`config.mk`:
```
export PLATFORM = sky130hd
export DESIGN_NAME = sipo_receiver
export DESIGN_NICKNAME = d
export VERILOG_FILES = /design/src/rtl/sipo_pkg.sv /design/src/rtl/sipo_receiver_bit_timer.sv /design/src/rtl/sipo_receiver.sv
export SDC_FILE = /design/constraint.sdc
export NUM_CORES = 1
export LEC_CHECK = 0
export BUFFER_PORTS_ARGS = -buffer_cell sky130_fd_sc_hd__buf_2
export CORE_ASPECT_RATIO = 2
export CORE_MARGIN = 3
export CORE_UTILIZATION = 55
export DETAILED_ROUTE_END_ITERATION = 8
export GPL_ROUTABILITY_DRIVEN = 0
export PLACE_DENSITY_LB_ADDON = 0.12
export SETUP_SLACK_MARGIN = 0.4
export SLEW_MARGIN = 20
export SYNTH_ARGS = -nofsm -noshare
export SYNTH_HDL_FRONTEND = slang
export SYNTH_HIERARCHICAL = 1
export SYNTH_SLANG_ARGS = --single-unit
```
`constraint.sdc`:
```
create_clock -name clk -period 5.2 [get_ports clk]
set_input_delay 1.04 -clock clk [delete_from_list [all_inputs] [get_ports clk]]
set_output_delay 1.04 -clock clk [all_outputs]
set_load 0.02 [all_outputs]
```
`src/rtl/sipo_pkg.sv`:
```
// Shared types and defaults for the serial-in/parallel-out receiver.
// Optional even-parity support is compiled in with SIPO_PARITY_EN.
package sipo_pkg;

    localparam int unsigned WIDTH_DEF = 16;
    localparam int unsigned DIV_DEF   = 8;

`ifdef SIPO_PARITY_EN
    typedef enum logic [2:0] {
        IDLE   = 3'd0,
        START  = 3'd1,
        DATA   = 3'd2,
        PARITY = 3'd3,
        STOP   = 3'd4
    } state_t;
`else
    typedef enum logic [2:0] {
        IDLE   = 3'd0,
        START  = 3'd1,
        DATA   = 3'd2,
        STOP   = 3'd4
    } state_t;
`endif

endpackage

```
`src/rtl/sipo_receiver_bit_timer.sv`:
```
// Loadable down-counter that paces bit sampling; expired is high while the
// count sits at zero.
module bit_timer #(
    parameter int unsigned CW = 3
) (
    input  logic          clk,
    input  logic          rst,
    input  logic          load,
    input  logic [CW-1:0] load_val,
    output logic          expired
);

    logic [CW-1:0] cnt_q, cnt_d;

    always_comb begin
        cnt_d = cnt_q;
        if (load)
            cnt_d = load_val;
        else if (cnt_q != '0)
            cnt_d = cnt_q - CW'(1);
    end

    // NOTE: state updates use non-blocking assignments so every flop samples pre-edge values.
    always_ff @(posedge clk or posedge rst) begin
        if (rst)
            cnt_q <= '0;
        else
            cnt_q <= cnt_d;
    end

    assign expired = (cnt_q == '0);

endmodule

```
`src/rtl/sipo_receiver.sv`:
```
// Serial receiver: synchronizes sin, frames start/data/stop LSB-first and
// presents each good word on led. Define SIPO_PARITY_EN for an even-parity bit.
module sipo_receiver
    import sipo_pkg::*;
#(
    parameter int unsigned WIDTH = WIDTH_DEF,
    parameter int unsigned DIV   = DIV_DEF
) (
    input  logic             clk,
    input  logic             rst,
    input  logic             sin,
    input  logic             ack,
    output logic [WIDTH-1:0] led,
    output logic             valid,
    output logic             frame_err,
    output logic             overrun
);

    localparam int unsigned TW   = $clog2(DIV);
    localparam int unsigned CNTW = $clog2(WIDTH);

    logic             s_meta_q, s_q;
    state_t           state_q, state_d;
    logic             tmr_load, tmr_exp;
    logic [TW-1:0]    tmr_val;
    logic [WIDTH-1:0] shift_q, shift_d;
    logic [CNTW-1:0]  bit_cnt_q, bit_cnt_d;
    logic [WIDTH-1:0] led_q, led_d;
    logic             valid_q, valid_d;
    logic             ferr_q, overrun_q, overrun_d;
    logic             shift_en, last_bit, land, err, par_bad;

    bit_timer #(.CW(TW)) u_timer (
        .clk      (clk),
        .rst      (rst),
        .load     (tmr_load),
        .load_val (tmr_val),
        .expired  (tmr_exp)
    );

    always_ff @(posedge clk or posedge rst) begin
        if (rst) begin
            s_meta_q <= 1'b1;
            s_q      <= 1'b1;
            state_q  <= IDLE;
        end else begin
            s_meta_q <= sin;
            s_q      <= s_meta_q;
            state_q  <= state_d;
        end
    end

    assign last_bit = (bit_cnt_q == CNTW'(WIDTH - 1));

    always_comb begin
        state_d = state_q;
        case (state_q)
            IDLE:  if (!s_q) state_d = START;
            START: if (tmr_exp) state_d = s_q ? IDLE : DATA;
`ifdef SIPO_PARITY_EN
            DATA:   if (tmr_exp && last_bit) state_d = PARITY;
            PARITY: if (tmr_exp) state_d = STOP;
`else
            DATA:  if (tmr_exp && last_bit) state_d = STOP;
`endif
            STOP:  if (tmr_exp) state_d = IDLE;
            default: state_d = IDLE;
        endcase
    end

`ifdef SIPO_PARITY_EN
    logic par_cap, par_err_q;
    assign par_bad = par_err_q;
`else
    assign par_bad = 1'b0;
`endif

    // NOTE: every combinational output gets a default first so no latch is inferred.
    always_comb begin
        tmr_load = 1'b0;
        tmr_val  = '0;
        shift_en = 1'b0;
        land     = 1'b0;
        err      = 1'b0;
`ifdef SIPO_PARITY_EN
        par_cap  = 1'b0;
`endif
        case (state_q)
            IDLE: if (!s_q) begin
                tmr_load = 1'b1;
                tmr_val  = TW'(DIV / 2 - 1);
            end
            START: if (tmr_exp && !s_q) begin
                tmr_load = 1'b1;
                tmr_val  = TW'(DIV - 1);
            end
            DATA: if (tmr_exp) begin
                shift_en = 1'b1;
                tmr_load = 1'b1;
                tmr_val  = TW'(DIV - 1);
            end
`ifdef SIPO_PARITY_EN
            PARITY: if (tmr_exp) begin
                par_cap  = 1'b1;
                tmr_load = 1'b1;
                tmr_val  = TW'(DIV - 1);
            end
`endif
            STOP: if (tmr_exp) begin
                land = s_q && !par_bad;
                err  = !(s_q && !par_bad);
            end
            default: ;
        endcase
    end

    always_comb begin
        shift_d   = shift_en ? {s_q, shift_q[WIDTH-1:1]} : shift_q;
        bit_cnt_d = (state_q == IDLE) ? '0 : (shift_en ? bit_cnt_q + CNTW'(1) : bit_cnt_q);
        led_d     = land ? shift_q : led_q;
        valid_d   = land ? 1'b1 : (ack ? 1'b0 : valid_q);
        // Acknowledge in the landing cycle consumes the old word, so no overrun.
        overrun_d = overrun_q | (land & valid_q & ~ack);
    end

    always_ff @(posedge clk or posedge rst) begin
        if (rst) begin
            shift_q   <= '0;
            bit_cnt_q <= '0;
            led_q     <= '0;
            valid_q   <= 1'b0;
            ferr_q    <= 1'b0;
            overrun_q <= 1'b0;
        end else begin
            shift_q   <= shift_d;
            bit_cnt_q <= bit_cnt_d;
            led_q     <= led_d;
            valid_q   <= valid_d;
            ferr_q    <= err;
            overrun_q <= overrun_d;
        end
    end

`ifdef SIPO_PARITY_EN
    always_ff @(posedge clk or posedge rst) begin
        if (rst)
            par_err_q <= 1'b0;
        else if (par_cap)
            par_err_q <= s_q ^ (^shift_q);
    end
`endif

    assign led       = led_q;
    assign valid     = valid_q;
    assign frame_err = ferr_q;
    assign overrun   = overrun_q;

endmodule

```
==> reports/qor.txt <==
Outcome: complete, no violations
Main combinational cell family by area after synthesis: multiplexers
Filler Cell Count: 285
Worst relative slew slack: 0.645
Final hold violation count: 0
Combinational power share: 0.174
Site row count: 30
Starting Density: 0.588
Adder and majority gate portion of the synthesized area: 0.0185
Initial antenna violation count: 0
Share of post-route cells with drive strength above 1: 0.417
Insertion delay of the later-clocked pin in the worst-skew pair: 290 ps
Clock tree sinks: 47
Count of synthesis-stage warnings from yosys: 6
Compound-gate portion of the synthesized area: 0.0548
Maximum vdd drop: 0.000286 V
Share of the cycle needed by the critical path after routing: 0.420
Global-route track usage on met3: 0.0325
Kind of start point of the critical path: register
CORE AREA: 3450 um2
Internal: 0.000578 W
Overall power of the completed layout: 0.000800 W
Clock input transition at the sequential cells of the worst setup and hold paths: 80 ps
Global routing usage summed across all routing layers: 0.157
Vert. Die Dim: 92.0 um
F_max: 458 MHz
Multiplexer fraction of the synthesized cell area: 0.198
Library cell with the largest summed area after synthesis: sky130_fd_sc_hd__dfrtp_1
Synthesized area per cell: 14.1 um2
Synthesized flop and latch total: 47
Post-route ant nets: 0
Total number of H-tree levels: 2
Required time reported for the critical path endpoint: 5390 ps
Register area share after synthesis: 0.580
Instance area after placement: 2150 um2
Sequential group share of total power: 0.535
Slew of the pin with the lowest slew margin: 533 ps
Busiest layer in global routing: met2
Critical Setup Path Class: register to register
Met1 track demand over resource in global routing: 0.174
Leakage power: 1.18 nW
Layout-stage area growth over the synthesis result: 10.6%
Worst hold slack: 359 ps
Basic-gate share of the synthesized area counting and, or, nand and nor cells: 0.103
Count of input and output buffers: 22
Ratio of total power to cell area: 356 nW/um2
Switching part of the total power: 0.278
RSZ-0062 raised after global routing: no
Clock tree from TritonCTS: done
Die area: 4500 um2
Estimated wirelength of the detail-placed design: 2.32 mm
Root cell of the clock tree: sky130_fd_sc_hd__clkbuf_8
Pre-antenna DRT Iters: 4
Synth unique cells: 38
Congestion Overflow GR: 0
Maximum buffer depth of the clock tree: 2
Worst Clk Skew: 3.97 ps
Final antenna diode count: 0
Final number of max-transition violations: 0
Detailed Route WL: 3.24 mm
Vias: 1168
Path class of the lowest-slack min-delay path: register to register
Portion of total power attributed to the clock network: 0.291
Total Nets Final: 174
Vias/cell: 5.41
Max-cap check violation count: 0
Xor-xnor portion of the synthesized cell area: 0
Wire length of the first global-routing pass: 5.49 mm
Main area contributors after synthesis: sky130_fd_sc_hd__dfrtp_1, sky130_fd_sc_hd__mux2_2, sky130_fd_sc_hd__mux2_4
Proportion of netlist area held by the largest area contributor: 0.554
Count of pins on the block boundary: 23
Post-synth EDFFs: 0
Number of global-route vias before repair: 1198
Mapped Nets: 151
Setup violations, final: 0
Largest net degree at the start of global routing: 45
Switching power total: 0.000223 W
Aggregate negative setup slack: 0 ps
Post-CTS setup buffer count: 0
Detailed-route DRC error count: 0
Hold_buf cts: 0
Violation count after the first detailed-route iteration: 12
Fraction of registers with async set or reset after synthesis: 1.00
Met2 Track Usage GR: 0.282
Avg WL per Cell: 15.0 um
CP Max Fanout: 11
Cell count after synthesis: 144
Cell Area, Synth: 2030 um2
Number of gates given a new drive strength after cts: 0
CTS buffer count: 5
Most instantiated flip-flop cell in the synthesis netlist: sky130_fd_sc_hd__dfrtp_1
Crit end category: register
DIE WIDTH: 49.0 um
Min Clock Period, post-route: 2180 ps
Cell area after layout: 2250 um2
Critical path data arrival time: 2380 ps
## sequential cells by signal (all words and copies together) (netlist names)
register / flops
bit_cnt_q: 4
frame_err: 1
led: 16
overrun: 1
s_meta_q: 1
s_q: 1
shift_q: 16
state_q: 3
u_timer/cnt_q: 3
valid: 1
## stage by stage
step                      utilization  setup slack, ps  cells
final                           0.651             3020    216
after global routing            0.651             2740    216
after CTS                       0.651             3030    216
after detailed placement        0.622             3050    208
after global placement          0.622             3160    208
after floorplan                     -             3130    144
## layout make-up
cell class              count  area (um2)  area share
well taps                  48        60.1      0.0267
flip-flops and latches     47        1180       0.524
multi-input cells          82         761       0.339
repair buffers             23         118      0.0523
inverters                   8        30.0      0.0134
clock buffers               8         100      0.0445
## Yosys cell counts (2+ instances only)
| cell type | instances |
|---|---|
| sky130_fd_sc_hd__o21ai_0 | 2 |
| sky130_fd_sc_hd__buf_6 | 4 |
| sky130_fd_sc_hd__nand2_1 | 4 |
| sky130_fd_sc_hd__dfrtp_1 | 45 |
| sky130_fd_sc_hd__nor2_1 | 6 |
| sky130_fd_sc_hd__nand2b_1 | 4 |
| sky130_fd_sc_hd__nor4b_1 | 2 |
| sky130_fd_sc_hd__inv_1 | 8 |
| sky130_fd_sc_hd__mux2_4 | 8 |
| sky130_fd_sc_hd__ha_1 | 3 |
| sky130_fd_sc_hd__dfstp_2 | 2 |
| sky130_fd_sc_hd__buf_2 | 2 |
| sky130_fd_sc_hd__mux2_2 | 25 |
| sky130_fd_sc_hd__nand4_1 | 2 |
| sky130_fd_sc_hd__nor2b_1 | 4 |
## worst paths after layout
| path | start | endpoint | slack, ps | cells past startpoint |
|---|---|---|---|---|
| worst max-delay path | u_timer/cnt_q[0]$_DFFE_PP0P_ | u_timer/cnt_q[0]$_DFFE_PP0P_ | 3020 | 9 |
| min in group asynchronous | rst | u_timer/cnt_q[2]$_DFFE_PP0P_ | 610 | 2 |
| worst min register to register | s_meta_q$_DFF_PP1_ | s_q$_DFF_PP1_ | 360 | 0 |
| max in group asynchronous | rst | s_meta_q$_DFF_PP1_ | 3940 | 3 |
| worst min-delay path | s_meta_q$_DFF_PP1_ | s_q$_DFF_PP1_ | 360 | 0 |
| worst max register to register | u_timer/cnt_q[0]$_DFFE_PP0P_ | u_timer/cnt_q[0]$_DFFE_PP0P_ | 3020 | 9 |
## layout by cell type (no fill, tap or decap), drive strengths merged, types with 2 or more instances in the layout
master,Yosys,final
dfrtp,45,45
mux2,33,33
buf,7,23
inv,8,8
clkbuf,0,8
nor2,6,6
nand2b,4,4
nand2,4,4
nor2b,4,4
ha,3,3
nand4,2,2
o21ai,2,2
dfstp,2,2
nor4b,2,2
nor3b,2,2
nand3,2,2
or3b,2,2
## per-layer routing
metal | vias up | wire length, um
li1 | 549 | -
met2 | 15 | 1820
met1 | 599 | 1280
met3 | 5 | 82
met5 | - | 0
met4 | 0 | 60
## kinds of logic after synthesis
group	count (synthesis)
buffers and inverters	15
AND/OR/NAND/NOR	31
flip-flops	47
AO/OA/AOI/OAI	15
multiplexers	33
adder cells (fa/ha/maj)	3
## critical path, stage by stage (launching register included)
cell and delay [ps]:
sky130_fd_sc_hd__dfrtp_1 390, sky130_fd_sc_hd__inv_1 90, sky130_fd_sc_hd__ha_1 200, sky130_fd_sc_hd__nand2b_1 110, sky130_fd_sc_hd__inv_1 240, sky130_fd_sc_hd__nand2b_1 190
sky130_fd_sc_hd__a22oi_1 100, sky130_fd_sc_hd__nor2_1 390, sky130_fd_sc_hd__nor2b_1 100, sky130_fd_sc_hd__a221oi_1 280
## power by group through the flow
stage	clock network [W]	registers, W	logic (W)
finish	0.000233	0.000428	0.000140
global route	0.000257	0.000433	0.000158
CTS	0.000242	0.000427	0.000141
detailed placement	0	0.000435	0.000140
global placement	0	0.000434	0.000133
floorplan	0	0.000413	0.000145
Note: power is estimated with default switching activity, not from simulation.
